File: config.mk
export PLATFORM = sky130hd
export DESIGN_NAME = mult
export DESIGN_NICKNAME = d
export VERILOG_FILES = /design/src/rtl/mult.sv
export SDC_FILE = /design/constraint.sdc
export NUM_CORES = 1
export LEC_CHECK = 0
export CORE_MARGIN = 2
export CORE_UTILIZATION = 40
export DETAILED_ROUTE_END_ITERATION = 10
export SLEW_MARGIN = 20
export SYNTH_ARGS = -nofsm -noshare
export SYNTH_HDL_FRONTEND = slang
export SYNTH_SLANG_ARGS = --single-unit
File: constraint.sdc
create_clock -name clk -period 5 [get_ports clk]
set_input_delay 0.75 -clock clk [delete_from_list [all_inputs] [get_ports clk]]
set_output_delay 0.75 -clock clk [all_outputs]
set_load 0.1 [all_outputs]
File: src/rtl/mult.sv
// Sequential signed WIDTHxWIDTH radix-2 Booth multiplier.
// Controlled by a start/busy/done handshake; the product is returned as HI:LO.
module mult #(
  parameter int WIDTH = 32
) (
  input  logic                    clk,
  input  logic                    reset_n,
  input  logic                    multControl,
  input  logic signed [WIDTH-1:0] aInput,
  input  logic signed [WIDTH-1:0] bInput,
  output logic        [WIDTH-1:0] HI,
  output logic        [WIDTH-1:0] LO,
  output logic                    busy,
  output logic                    done
);

  localparam int CNT_W = $clog2(WIDTH) + 1;

  typedef enum logic [1:0] {
    S_IDLE,
    S_RUN,
    S_DONE
  } state_t;

  state_t                  state;
  logic signed [WIDTH:0]   m_reg;
  logic signed [WIDTH:0]   acc;
  logic        [WIDTH-1:0] q;
  logic                    q_1;
  logic        [CNT_W-1:0] cnt;

  logic signed [WIDTH:0]   acc_sum;
  logic signed [WIDTH:0]   acc_n;
  logic        [WIDTH-1:0] q_n;
  logic                    q_1_n;
  logic                    start;

  // Booth recoding of the pair {Q[0], q_1}: 01 adds M, 10 subtracts M.
  function automatic logic signed [WIDTH:0] booth_add(
    input logic signed [WIDTH:0] a,
    input logic signed [WIDTH:0] m,
    input logic                  q0,
    input logic                  qm1
  );
    logic signed [WIDTH:0] r;
    case ({q0, qm1})
      2'b01:   r = a + m;
      2'b10:   r = a - m;
      default: r = a;
    endcase
    return r;
  endfunction

  function automatic logic signed [2*WIDTH+1:0] booth_asr(
    input logic signed [WIDTH:0]   a,
    input logic        [WIDTH-1:0] qv,
    input logic                    qm1
  );
    logic signed [2*WIDTH+1:0] cat;
    cat = $signed({a, qv, qm1});
    return cat >>> 1;
  endfunction

  always_comb begin
    logic signed [2*WIDTH+1:0] shifted;
    acc_sum = booth_add(acc, m_reg, q[0], q_1);
    shifted = booth_asr(acc_sum, q, q_1);
    acc_n   = shifted[2*WIDTH+1:WIDTH+1];
    q_n     = shifted[WIDTH:1];
    q_1_n   = shifted[0];
  end

  // A new request is honoured from IDLE or DONE; requests during RUN are ignored.
  assign start = multControl && (state != S_RUN);

  always_ff @(posedge clk or negedge reset_n) begin
    if (!reset_n) begin
      state <= S_IDLE;
      m_reg <= '0;
      acc   <= '0;
      q     <= '0;
      q_1   <= 1'b0;
      cnt   <= '0;
      HI    <= '0;
      LO    <= '0;
      busy  <= 1'b0;
      done  <= 1'b0;
    end else begin
      case (state)
        S_RUN: begin
          acc <= acc_n;
          q   <= q_n;
          q_1 <= q_1_n;
          cnt <= cnt - CNT_W'(1);
          if (cnt == CNT_W'(1)) begin
            state <= S_DONE;
            HI    <= acc_n[WIDTH-1:0];
            LO    <= q_n;
            busy  <= 1'b0;
            done  <= 1'b1;
          end
        end
        default: begin
          done <= 1'b0;
          if (start) begin
            state <= S_RUN;
            m_reg <= {aInput[WIDTH-1], aInput};
            acc   <= '0;
            q     <= bInput;
            q_1   <= 1'b0;
            cnt   <= CNT_W'(WIDTH);
            busy  <= 1'b1;
          end else begin
            state <= S_IDLE;
            busy  <= 1'b0;
          end
        end
      endcase
    end
  end

endmodule
==> qor.yml <==
job:
  maxCapViolCount: 0
grt:
  globalRouteOverflowTotal: 0
  grt_pass1_vias: 7394
  met1_usage_pct: 26.0
  grt_usage_pct: 19.3
  grt_pass1_wl_um: 37700
  grt_max_degree: 101
  grtUsageMet2_pct: 31.2
  grt.met3_usage_pct: 4.69
  antenna_found_initial: 0
  grt_busiest_layer: "met2"
cells_and_area:
  syn_to_final_growth_pct: 23.4
  finish.instance_area_um2: 11400
  diodes: 0
  drive_gt1_share_pct: 8.07
  fin_nets: 1231
  final_common_cell: "nand2_1"
  layout_common_cells: "225 x nand2_1, 169 x dfrtp_1, 130 x clkdlybuf4s50_1"
  final_util_pct: 50.4
detailed_routing:
  vias: 7400
  avgRoutedWirePerCell_um: 15.9
  wl_um: 22700
  vias_per_cell: 5.19
  drc_errors: 0
  antenna_left: 0
  drtIter0Drc: 389
  dr.pass1.iters: 5
place:
  place_hpwl_um: 15500
  place_area_um2: 10800
  place_congestion: 0.820
  port_buffers: 132
timing:
  timing.fmax_mhz: 226
  finalSetupViolCount: 0
  worst_hold_slack_ps: 302
  min_period_ps: 4430
  worst_clock_skew_ps: 15.7
  grt_setup_unrepaired: "false"
  hold_viol: 0
  relSlewSlack_pct: 31.3
  finalMaxSlewViolations: 0
  worst_slew_pin_slew_ps: 1030
  finalCritPeriodShare_pct: 88.7
  fin_tns_setup_ps: 0
clocking:
  cts_tree: "yes"
  cts.repair.resized: 0
  cts_setup_buffers: 0
  cts-root-buf: "clkbuf_16"
  clockBufferDepth: 2
  cts_sinks: 169
  clk_pin_slew_worst_paths_ps: 70
  h-tree-depth: 4
  clock_latency_ps: 440
  numCtsBuffers: 17
  cts-hold-fix-buffers: 0
synthesis:
  synth_edf_count: 0
  synth_top_area_share_pct: 45.7
  postSynthCellCount: 1017
  synth-seq-area-share_pct: 45.7
  synthTopCellsByArea: "dfrtp_1 46%, nand2_1 9.1%, o21ai_0 5.7%"
  synth-async-reset-ratio_pct: 100
  syn-num-nets: 1121
  synth.distinct_cells: 54
  yosys_warnings: 0
  ys.flop_type: "dfrtp_1"
  avgSynthCellArea_um2: 9.10
  syn_area_um2: 9250
  ys_seq_elements: 169
  synth_top_area_cell: "dfrtp_1"
setup_path:
  critPathArrivalTime_ps: 4800
  critical_path_class: "flip-flop to flip-flop"
  critPathLaunchType: "flip-flop"
  required_ps: 5370
  worstPathMaxFanout: 6
  cp-end-kind: "flip-flop"
floorplanning:
  rows: 55
  dieArea_um2: 24400
  initial_utilization_pct: 40.9
  die_y_um: 156
  die_w_um: 156
  coreArea_um2: 22600
  io-pin-count: 133
status:
  outcome: "finished, final reports clean"
min_path:
  hp-class: "input pin to async pin"
Yosys cell counts, types with 2 or more instances:
master      n
nand2_1   225
dfrtp_1   169
o21ai_0   105
nor2_1     59
a21oi_1    57
xnor2_1    50
mux2i_1    44
clkbuf_1   40
ha_1       36
mux2_2     35
nand3_1    31
inv_1      18
nor3_1     16
a31oi_1    15
a21o_1     14
and3_1     10
buf_1       9
nand2b_1    8
o31ai_1     7
nor2b_1     6
nand4_1     5
xor2_1      5
o21bai_1    4
a211oi_1    3
buf_6       3
nor3b_1     3
nor4_1      3
o21ai_1     3
a311oi_1    2
and3b_1     2
o211a_1     2
o211ai_1    2
o21a_1      2
o21ai_2     2
or3_1       2
or3_4       2
routing by layer:
| metal | part of all wire, % | vias up |
|---|---|---|
| met5 | 0 | - |
| met4 | 1.0 | 0 |
| met3 | 5.2 | 18 |
| met2 | 46 | 142 |
| met1 | 48 | 3521 |
| li1 | - | 3719 |
area by class of cell:
class | count | area [um2]
Timing Repair Buffer | 145 | 1430
Tap cell | 285 | 357
Fill cell | 2193 | 11200
Clock buffer | 17 | 425
Multi-Input combinational cell | 776 | 4740
Inverter | 18 | 67.6
Clock inverter | 15 | 175
Sequential cell | 169 | 4230
final timing paths:
check | startpoint | to | slack [ps] | cells after the start
setup / recovery | m_reg[3]$_DFFE_PN0P_ | acc[30]$_DFFE_PN0P_ | 570 | 19
hold / removal | reset_n | HI[10]$_DFFE_PN0P_ | 300 | 1
setup reg to reg | m_reg[3]$_DFFE_PN0P_ | acc[30]$_DFFE_PN0P_ | 570 | 19
hold reg to reg | cnt[5]$_DFFE_PN0P_ | cnt[5]$_DFFE_PN0P_ | 470 | 1
max in group asynchronous | reset_n | q[20]$_DFFE_PN0P_ | 3730 | 2
min in group clk | cnt[5]$_DFFE_PN0P_ | cnt[5]$_DFFE_PN0P_ | 470 | 1
logic make-up after synthesis:
logic type | share of synthesized area [%]
simple gates | 17.8
compound gates | 13.8
flops | 45.7
mux | 9.02
buf+inv | 3.22
xor+xnor | 5.38
fa+ha+maj | 5.09
worst max-delay path, stage by stage, from the launching register on:
cell,delay [ps]
dfrtp_1,420
nor3_1,290
nand2_1,120
nor3_1,380
nand2_1,130
nor3b_1,200
buf_4,180
and3b_1,270
a21oi_1,110
xnor2_1,130
ha_1,350
and3_1,190
and2_1,180
a31o_1,220
a21oi_1,190
nand3_1,120
o21ai_2,170
o21ai_1,130
or4b_1,480
nand3_1,90
metrics by stage:
step                setup WS, ps  instances
global placement             743       1393
detailed placement           609       1393
CTS                          577       1425
finish                       567       1425
floorplan                    970       1017
global route                 120       1425
Power is not shown: default switching activity piles up to over one toggle a cycle in this logic, so the estimate is an artifact.
